--- src/rtl/sonar_ranger.sv ---
// HC-SR04 style ultrasonic ranger: periodic TRIGGER pulse, ECHO width timing in clk cycles.
// Optional SONAR_MM_EN adds a registered distance_mm output and delays valid by one cycle.
module sonar_ranger #(
    parameter int unsigned TRIG_CYCLES         = 500,
    parameter int unsigned PERIOD_CYCLES       = 3000000,
    parameter int unsigned ECHO_TIMEOUT_CYCLES = 1900000,
    parameter int unsigned SYNC_STAGES         = 2
) (
    input  logic        clk,
    input  logic        reset,
    input  logic        enable,
    input  logic        echo_in,
    output logic        trigger_out,
    output logic [31:0] echo_width,
    output logic        valid,
    output logic        timeout_flag,
    output logic [15:0] meas_count
`ifdef SONAR_MM_EN
    ,
    output logic [15:0] distance_mm
`endif
);

    localparam int unsigned SS = (SYNC_STAGES < 2) ? 2 : SYNC_STAGES;
    localparam logic [31:0] TRIG_LAST    = 32'(TRIG_CYCLES - 1);
    localparam logic [31:0] PERIOD_LAST  = 32'(PERIOD_CYCLES - 1);
    localparam logic [31:0] TIMEOUT_LAST = 32'(ECHO_TIMEOUT_CYCLES - 1);
    localparam logic [31:0] TIMEOUT_MAX  = 32'(ECHO_TIMEOUT_CYCLES);

    typedef enum logic [2:0] {IDLE, TRIG, WAIT_RISE, MEASURE, HOLDOFF} state_t;

    state_t        state, state_next;
    logic [SS-1:0] sync;
    logic          echo_s, echo_d, echo_rise;
    logic [31:0]   cnt, cnt_next;
    logic [31:0]   period_cnt;
    logic          period_clear;
    logic          load, load_timeout;
    logic          result_pulse;

    assign echo_s    = sync[SS-1];
    assign echo_rise = echo_s & ~echo_d;

    always_ff @(posedge clk or posedge reset) begin
        if (reset) begin
            sync   <= '0;
            echo_d <= 1'b0;
        end else begin
            sync   <= {sync[SS-2:0], echo_in};
            echo_d <= echo_s;
        end
    end

    // One shared counter: trigger length in TRIG, elapsed wait in WAIT_RISE, width in MEASURE.
    always_comb begin
        state_next   = state;
        cnt_next     = cnt;
        period_clear = 1'b0;
        load         = 1'b0;
        load_timeout = 1'b0;
        case (state)
            IDLE: begin
                if (enable && !echo_s) begin
                    state_next   = TRIG;
                    cnt_next     = '0;
                    period_clear = 1'b1;
                end
            end
            TRIG: begin
                if (cnt == TRIG_LAST) begin
                    state_next = WAIT_RISE;
                    cnt_next   = '0;
                end else begin
                    cnt_next = cnt + 32'd1;
                end
            end
            WAIT_RISE: begin
                if (echo_rise) begin
                    state_next = MEASURE;
                    cnt_next   = 32'd1;
                end else if (cnt == TIMEOUT_LAST) begin
                    state_next   = HOLDOFF;
                    load         = 1'b1;
                    load_timeout = 1'b1;
                end else begin
                    cnt_next = cnt + 32'd1;
                end
            end
            MEASURE: begin
                if (!echo_s) begin
                    state_next = HOLDOFF;
                    load       = 1'b1;
                end else if (cnt == TIMEOUT_MAX) begin
                    state_next   = HOLDOFF;
                    load         = 1'b1;
                    load_timeout = 1'b1;
                end else begin
                    cnt_next = cnt + 32'd1;
                end
            end
            HOLDOFF: begin
                // Never fire a trigger onto an echo that is still high.
                if (period_cnt == PERIOD_LAST && !echo_s) begin
                    if (enable) begin
                        state_next   = TRIG;
                        cnt_next     = '0;
                        period_clear = 1'b1;
                    end else begin
                        state_next = IDLE;
                    end
                end
            end
            default: state_next = IDLE;
        endcase
    end

    always_ff @(posedge clk or posedge reset) begin
        if (reset) begin
            state       <= IDLE;
            cnt         <= '0;
            period_cnt  <= '0;
            trigger_out <= 1'b0;
        end else begin
            state       <= state_next;
            cnt         <= cnt_next;
            trigger_out <= (state_next == TRIG);
            if (period_clear)
                period_cnt <= '0;
            else if (period_cnt != PERIOD_LAST)
                period_cnt <= period_cnt + 32'd1;
        end
    end

    // Result word, flag and count move together on one edge so SPI never sees a torn result.
    always_ff @(posedge clk or posedge reset) begin
        if (reset) begin
            echo_width   <= '0;
            timeout_flag <= 1'b0;
            meas_count   <= '0;
            result_pulse <= 1'b0;
        end else begin
            result_pulse <= load;
            if (load) begin
                echo_width   <= load_timeout ? 32'hFFFF_FFFF : cnt;
                timeout_flag <= load_timeout;
                meas_count   <= meas_count + 16'd1;
            end
        end
    end

`ifdef SONAR_MM_EN
    logic [39:0] mm_product;
    logic        mm_valid;

    assign mm_product = {8'd0, echo_width} * 40'd225;

    always_ff @(posedge clk or posedge reset) begin
        if (reset) begin
            distance_mm <= '0;
            mm_valid    <= 1'b0;
        end else begin
            mm_valid <= result_pulse;
            if (result_pulse)
                distance_mm <= timeout_flag ? 16'hFFFF : mm_product[31:16];
        end
    end

    assign valid = mm_valid;
`else
    assign valid = result_pulse;
`endif

endmodule
--- config.mk ---
export PLATFORM = sky130hd
export DESIGN_NAME = sonar_ranger
export DESIGN_NICKNAME = d
export VERILOG_FILES = /design/src/rtl/sonar_ranger.sv
export SDC_FILE = /design/constraint.sdc
export NUM_CORES = 1
export LEC_CHECK = 0
export CAP_MARGIN = 20
export CORE_ASPECT_RATIO = 1.1
export CORE_UTILIZATION = 48
export DETAILED_ROUTE_END_ITERATION = 12
export PLACE_DENSITY = 0.71
export SLEW_MARGIN = 20
export SYNTH_ARGS = -nofsm -noshare
export SYNTH_HDL_FRONTEND = slang
export SYNTH_SLANG_ARGS = --single-unit
--- constraint.sdc ---
create_clock -name clk -period 4.1 [get_ports clk]
set_clock_uncertainty 0.1 [all_clocks]
set_input_delay 0.82 -clock clk [delete_from_list [all_inputs] [get_ports clk]]
set_output_delay 0.82 -clock clk [all_outputs]
set_load 0.005 [all_outputs]
# Word-level counts from Yosys, hierarchy flattened

Index checks and enable logic that the tools add are counted.

Word-level logic and storage cells: 70
Register bits after elaboration: 121
Bits of input ports: 4

Mux-type cells: 32
Equality and inequality tests: 16
$add $sub $neg: 3
Reduce and logical (&&, ||, !) cells: 7
Bitwise logic cells: 2

Operators by type and width:

| kind                                                                       | number |
|---|---|
| 32-bit 2-to-1 mux                                                          | 11 |
| 32-bit case mux with 5 select lines                                        | 1 |
| 32-bit by 1-bit adder with 32-bit output (second input constant)           | 2 |
| 32-bit by 21-bit equality test with 1-bit output (second input constant)   | 2 |
| 32-bit by 22-bit equality test with 1-bit output (second input constant)   | 1 |
| 32-bit by 9-bit equality test with 1-bit output (second input constant)    | 1 |
| 32-bit by 22-bit inequality test with 1-bit output (second input constant) | 1 |
| 3-bit 2-to-1 mux                                                           | 7 |
| 16-bit by 1-bit adder with 16-bit output (second input constant)           | 1 |
| 3-bit case mux with 5 select lines                                         | 1 |
| 2-bit inequality test (second input constant)                              | 5 |
| 1-bit 2-to-1 mux                                                           | 9 |
| 7-bit AND reduction                                                        | 1 |
| 3-bit by 1-bit equality test with 1-bit output (second input constant)     | 2 |
| 3-bit by 2-bit equality test with 1-bit output (second input constant)     | 2 |
| 1-bit case mux with 2 select lines                                         | 3 |
| 5-bit nonzero test                                                         | 1 |
| 3-bit equality test (second input constant)                                | 1 |
| 3-bit zero test                                                            | 1 |
| 3-bit inequality test (second input constant)                              | 1 |
| 1-bit logical AND                                                          | 2 |
| 2-bit nonzero test                                                         | 1 |
| 1-bit AND                                                                  | 1 |
| 1-bit zero test                                                            | 1 |
| 1-bit inverter                                                             | 1 |

# Depth between registers and ports, before layout

Gate-level depths: netlist of run 1.

Word-level depth: 5
Gate-level depth with buffers: 10
Mapped depth without buffers: 7

# Worst setup path after synthesis of run 1

OpenSTA, ideal clock, no wires.

Path type: register -> register
Start: register period_cnt[0]
End: register cnt[14]
Stages on the path, launching flop included: 10
Data required time: 3.876 ns
Setup time: 0.124 ns
Slack: 1.262 ns
Clock period less this slack: 2.838 ns
Data arrival time: 2.614 ns
Cell sequence: dfrtp_1 ha_1 nand2_1 or4_1 or4_1 buf_4 o21a_1 or2_1 buf_6 a211o_1

Longest elaborated chain between the ends: 4

Ends and longest elaborated chain:

| item                                             | line | RTL |
|---|---|---|
| start, declared                                  | 36   | `logic [31:0] period_cnt;` |
| start signal, assigned                           | 130  | `period_cnt <= period_cnt + 32'd1;` |
| 32-bit by 22-bit equality test with 1-bit output | 103  | `if (period_cnt == PERIOD_LAST && !echo_s) begin` |
| 1-bit logical AND                                | 103  |  |
| 2-bit inequality test (no line)                  | n/a  |  |
| 7-bit AND reduction (no line)                    | n/a  |  |
| end signal, assigned                             | 125  | `cnt <= cnt_next;` |
| end, declared                                    | 35   | `logic [31:0] cnt, cnt_next;` |

Every way passes these cells.
A chain may end at the register's enable or synchronous reset.

# Final worst setup path of run 1

Start: register period_cnt[0]
End: register cnt[31]

The elaborated chain is that of the path after synthesis.

==> impl_metrics.ini, run 1 <==
[outcome]
status = completed

[synth]
synthSimpleGateAreaFrac_pct = 24.4
muxShareOfSynthArea_pct = 0.514
synthTopCellsByArea = dfrtp_1 (50%), o21ai_0 (5.3%), nand2_1 (4.8%)
yosys_most_used_dff = dfrtp_1
synth_xor_xnor_area_share_pct = 6.33
yosysTopAreaCellShare_pct = 49.8
yosysWarnings = 0
synth_top_family_by_area = simple AND/OR/NAND/NOR gates
ys_types = 54
async_reset_ff_share_pct = 100
ys_seq_area_share_pct = 49.8
synthCells = 641
avgSynthCellArea_um2 = 9.49
synthAdderAreaFrac_pct = 0.823
synth_seq_cells = 121
synth_area_um2 = 6080
synthesis.nets = 649
yosys.area.top_type = dfrtp_1
synth_edf_count = 0
synth_compound_area_share_pct = 13.9

[final_layout]
layout.nets = 696
fin_cells = 854
diodes = 0
syn2layout_area_growth_pct = 20.0
drive_gt1_share_pct = 6.86

[sta]
fin_setup_tns_ns = 0
rsz0062_at_grt = false
finalMaxSlewViolations = 0
worst_slew_pin_slew_ns = 0.881
finalHoldViolCount = 0
fmax_mhz = 296
min_period_over_period_pct = 82.5
min_period_ns = 3.38
setup_viol = 0
maxSlewHeadroom_pct = 40.8

[global_routing]
grt_overflow = 0
grt_max_degree = 122
antenna_found_initial = 0
grt_pass1_vias = 4888
track_usage_pct = 24.4
grt_pass1_wl_um = 24800

[cts]
root_buffer = clkbuf_16
path_clk_slew_ns = 0.05
clk_latency_ns = 0.42
clk_path_buf_depth = 2
htreeDepth = 4
cts_made_buffers = 17
postCtsHoldBufs = 0
cts_tree = yes
cts_resized = 0
cts_setup_buffers = 0
cts.sinks = 121

[critical_path]
crit_path_end_kind = register
cp_max_fo = 20
critPathLaunchType = register
cp.arrival_ns = 3.59
crit_slowest_cell = or4_1
path_class = reg2reg
slowest_delay_ns = 0.51
required_ns = 4.31
crit_chain = ha_1 > nand2_1 > or4_1 > or4_1 > buf_4 > o21a_1 > buf_4 > a211o_1 > a22o_1

[floorplanning]
core_region_area_um2 = 12200
initial_core_util_pct = 49.9
die_y_um = 120
fp.dieW_um = 109
io_pins = 55
rows = 42
die_area_um2 = 13100

[power]
leakage_nw = 3.14
ir_drop_mv = 0.363
p_per_area_nw_per_um2 = 404

[drt]
dr.pass1.iters = 5
vias_per_cell = 5.98
wirelength_um = 14800
wl_per_cell_um = 17.3
postRouteAntennaNets = 0
dr.first_iter.drc_count = 422
drc = 0
vias = 5106

[run]
maxCapViolCount = 0

[placed_design]
dp_hpwl_um = 9600
io_buffers = 54
gp_congestion = 0.909
placedCellCount = 823

[min_path]
hold_path_class = reg2reg
cell usage in the layout, fill, tap and decap left out, types with 3 or more instances in the layout:
cell type        Yosys  layout
a211o_1              6       6
xor2_1              24      24
o41ai_1              6       6
and2_1               3       3
buf_4                4      10
xnor2_1             20      20
and3_1               9       9
nand3_1             34      34
inv_1               18      17
nor4b_1              4       4
or3_1                5       5
nor4_1              14      14
clkinv_2             0       6
nand4_1             20      20
nor2b_1              4       4
clkbuf_16            0      17
nand3b_1             5       5
nor3_1              15      15
ha_1                 4       4
or4_1               11      11
a21oi_1              4       4
nor3b_1              3       3
o31ai_1             11      11
and4_1              10      10
nand2_1             78      78
nand4b_1             4       4
nor2_1              51      51
clkbuf_8             0       3
o21ai_0             65      65
dfrtp_1            121     121
nand2b_1             7       7
clkdlybuf4s50_1      0      54
a22o_1               4       4
a211oi_1            17      17
registers in the layout (all words and copies together) (netlist names):
register and count:
cnt 32, echo_d 1, echo_width 32, meas_count 16, period_cnt 32, state 3
sync 2, timeout_flag 1, trigger_out 1, valid 1
logic make-up after synthesis:
family,count (synthesis)
flops,121
fa+ha+maj,4
xor+xnor,44
simple gates,285
compound gates,129
mux,3
buf+inv,55
final timing paths:
path	startpoint	endpoint	slack, ns	cells past startpoint
max in group asynchronous	reset	period_cnt[0]	2.54	3
hold / removal	sync[0]	sync[1]	0.26	0
setup / recovery	period_cnt[0]	cnt[31]	0.72	9
min in group asynchronous	reset	meas_count[13]	0.80	3
setup reg to reg	period_cnt[0]	cnt[31]	0.72	9
hold reg to reg	sync[0]	sync[1]	0.26	0
cell usage after synthesis, types with 7 or more instances:
cell type / number
a211oi_1: 17
and3_1: 9
and4_1: 10
buf_2: 9
clkbuf_1: 21
dfrtp_1: 121
inv_1: 18
nand2_1: 78
nand2b_1: 7
nand3_1: 34
nand4_1: 20
nor2_1: 51
nor3_1: 15
nor4_1: 14
o21ai_0: 65
o31ai_1: 11
or4_1: 11
xnor2_1: 20
xor2_1: 24
power breakdown:
group          switching, mW  internal, mW
Clock                  0.512         0.931
Combinational         0.0977        0.0732
Sequential            0.0741          1.26
Total                  0.684          2.27
per-layer routing:
| metal | track usage (%) | part of all wire (%) | vias up | wire length [um] |
|---|---|---|---|---|
| met3 | 5.70 | 5.6 | 19 | 824 |
| met5 | 0 | 0 | - | 0 |
| met1 | 35.5 | 46 | 2508 | 6790 |
| met2 | 36.1 | 47 | 171 | 6950 |
| met4 | 7.33 | 1.3 | 0 | 192 |
| li1 | - | - | 2408 | - |
critical path, delay by kind of cell, from the launching register on:
| family | cells | cell delay [ns] |
|---|---|---|
| compound gates | 3 | 0.89 |
| buf+inv | 2 | 0.49 |
| simple gates | 3 | 1.05 |
| flops | 1 | 0.45 |
| fa+ha+maj | 1 | 0.28 |
cell type report:
| type | count | area, um2 |
|---|---|---|
| Clock buffer | 22 | 474 |
| Clock inverter | 9 | 97.6 |
| Fill cell | 1041 | 4890 |
| Inverter | 18 | 71.3 |
| Multi-Input combinational cell | 465 | 2800 |
| Sequential cell | 121 | 3030 |
| Tap cell | 154 | 193 |
| Timing Repair Buffer | 65 | 636 |
stage by stage:
step	power, mW	worst slack [ns]	hold slack, ns	util, %	cell area [um2]
detailed placement	1.53	0.714	0.249	55.2	6730
global route	3.06	0.549	0.274	59.9	7300
finish	2.95	0.719	0.259	59.9	7300
global placement	1.52	0.804	0.238	55.2	6730
CTS	2.97	0.716	0.264	59.9	7300
floorplan	1.48	1.26	0.231	-	6090
No activity file was read; power rests on OpenSTA's default activity.
==> inputs of run 2 (changes only) <==
clock period = 2.73 ns   (was 4.1 ns; I/O delays follow)
==> impl_metrics.ini, run 2 (synthesis gave the netlist of run 1 again) <==
[critical_path]
rr_startpoint = period_cnt[1]
r2r_end = cnt[24]
rrSetupSlack_ns = 0.01
required_ns = 2.89
critPathLaunchType = register
crit_path_end_kind = register
cp_max_fo = 20
path_class = reg2reg
cp.arrival_ns = 2.88
r2r_cells = 8

[final_layout]
num-fill-cells = 1028
mostFrequentLayoutCell = dfrtp_1
diodes = 0
reg_top3 = cnt x32, echo_width x32, period_cnt x32
layout.nets = 755
multi_input_area_um2 = 2860
final_core_util_pct = 63.9
seqCellArea_um2 = 3030
final_cell_mix = dfrtp_1 (120), nand2_1 (77), buf_4 (65)
drive_gt1_share_pct = 14.8
fin_cells = 912
syn2layout_area_growth_pct = 28.2

[power]
leakage_nw = 3.46
ir_drop_mv = 0.447
p_per_area_nw_per_um2 = 561

[drt]
vias = 5413
postRouteAntennaNets = 0
dr.first_iter.drc_count = 387
drc = 0
dr.pass1.iters = 7
wirelength_um = 15800
wl_per_cell_um = 17.3
vias_per_cell = 5.94

[floorplanning]
die_y_um = 120
fp.dieW_um = 109
initial_core_util_pct = 49.9
die_area_um2 = 13100
io_pins = 55
core_region_area_um2 = 12200
rows = 42

[sta]
fmax_mhz = 368
maxSlewHeadroom_pct = 57.3
min_period_over_period_pct = 99.6
holdWs_ns = 0.245
finalHoldViolCount = 0
min_period_ns = 2.72
setup_viol = 0
finalMaxSlewViolations = 0
worst_slew_pin_slew_ns = 0.640
fin_setup_tns_ns = 0

[cts]
clk_latency_ns = 0.42
clk_path_buf_depth = 2
postCtsHoldBufs = 0
cts_tree = yes
cts.sinks = 121
cts_made_buffers = 17
root_buffer = clkbuf_16
htreeDepth = 4
path_clk_slew_ns = 0.05

[min_path]
hold_start = sync[0]
hold_path_class = reg2reg
min_to = sync[1]
min_path_cells = 0

[global_routing]
grt_max_degree = 122
antenna_found_initial = 0
grt_pass1_vias = 5160
track_usage_pct = 25.7
grt_overflow = 0
grt_pass1_wl_um = 26000

[placed_design]
io_buffers = 54
placedCellCount = 880
dp_hpwl_um = 10600
gp_congestion = 0.897

[outcome]
status = completed

[run]
maxCapViolCount = 0
[run 2: cell count changes in the layout (fill, tap and decap cells not counted), sizes merged]
cell      before  now
bufinv         2    0
clkinvlp       2    1
clkbuf        22   28
buf           11   70
clkinv         6    2
[run 2: worst max-delay path, stage by stage (launching register included)]
cell,delay [ns]
dfrtp_1,0.39
ha_4,0.15
nand2_2,0.05
or4_1,0.38
or4_1,0.58
o21a_1,0.26
buf_6,0.19
o31ai_1,0.29
o41ai_1,0.17
[run 2: what timing repair did]
| action | CTS | global route |
|---|---|---|
| resized for setup | 1 | 11 |
| pin swaps | 0 | 3 |
| buffers inserted | 0 | 2 |
| endpoints found under the setup margin | 15 | 62 |
[run 2: worst max-delay path by stage]
stage / start / end / slack (ns) / cells after the start
2_1_floorplan: period_cnt[1] / cnt[23] / -0.01 / 9
3_3_place_gp: cnt[9] / cnt[31] / -0.02 / 7
3_5_place_dp: cnt[9] / cnt[27] / -0.05 / 7
4_1_cts: period_cnt[1] / cnt[27] / 0.002 / 8
5_1_grt: period_cnt[1] / cnt[24] / -0.03 / 8
6_report: period_cnt[1] / cnt[24] / 0.01 / 8
[run 2: metal layers]
| metal | up-vias | wire, um | global-route usage, % |
|---|---|---|---|
| li1 | 2522 | - | - |
| met1 | 2651 | 7170 | 36.4 |
| met2 | 202 | 7210 | 37.3 |
| met3 | 38 | 917 | 6.25 |
| met4 | 0 | 464 | 11.3 |
| met5 | - | 0 | 0 |
[run 2: cell type report]
cell class	instances	area share [%]
Sequential cell	121	38.9
Clock inverter	2	0.128
Timing Repair Buffer	124	14.3
Multi-Input combinational cell	465	36.6
Tap cell	154	2.47
Inverter	18	0.915
Clock buffer	28	6.76
[run 2: where the power goes]
part / internal [mW] / switching, mW / leakage, nW
combinational: 0.151 / 0.185 / 1.68
clock: 1.29 / 0.746 / 0.266
sequential: 1.90 / 0.104 / 1.52
[run 2: per-stage QoR]
step | setup WS (ns) | area, um2 | total power, mW
floorplan | -0.0144 | 6110 | 2.23
global placement | -0.0151 | 7200 | 2.32
detailed placement | -0.0493 | 7200 | 2.35
CTS | 0.00230 | 7740 | 4.40
global route | -0.0282 | 7800 | 4.55
finish | 0.0109 | 7800 | 4.37
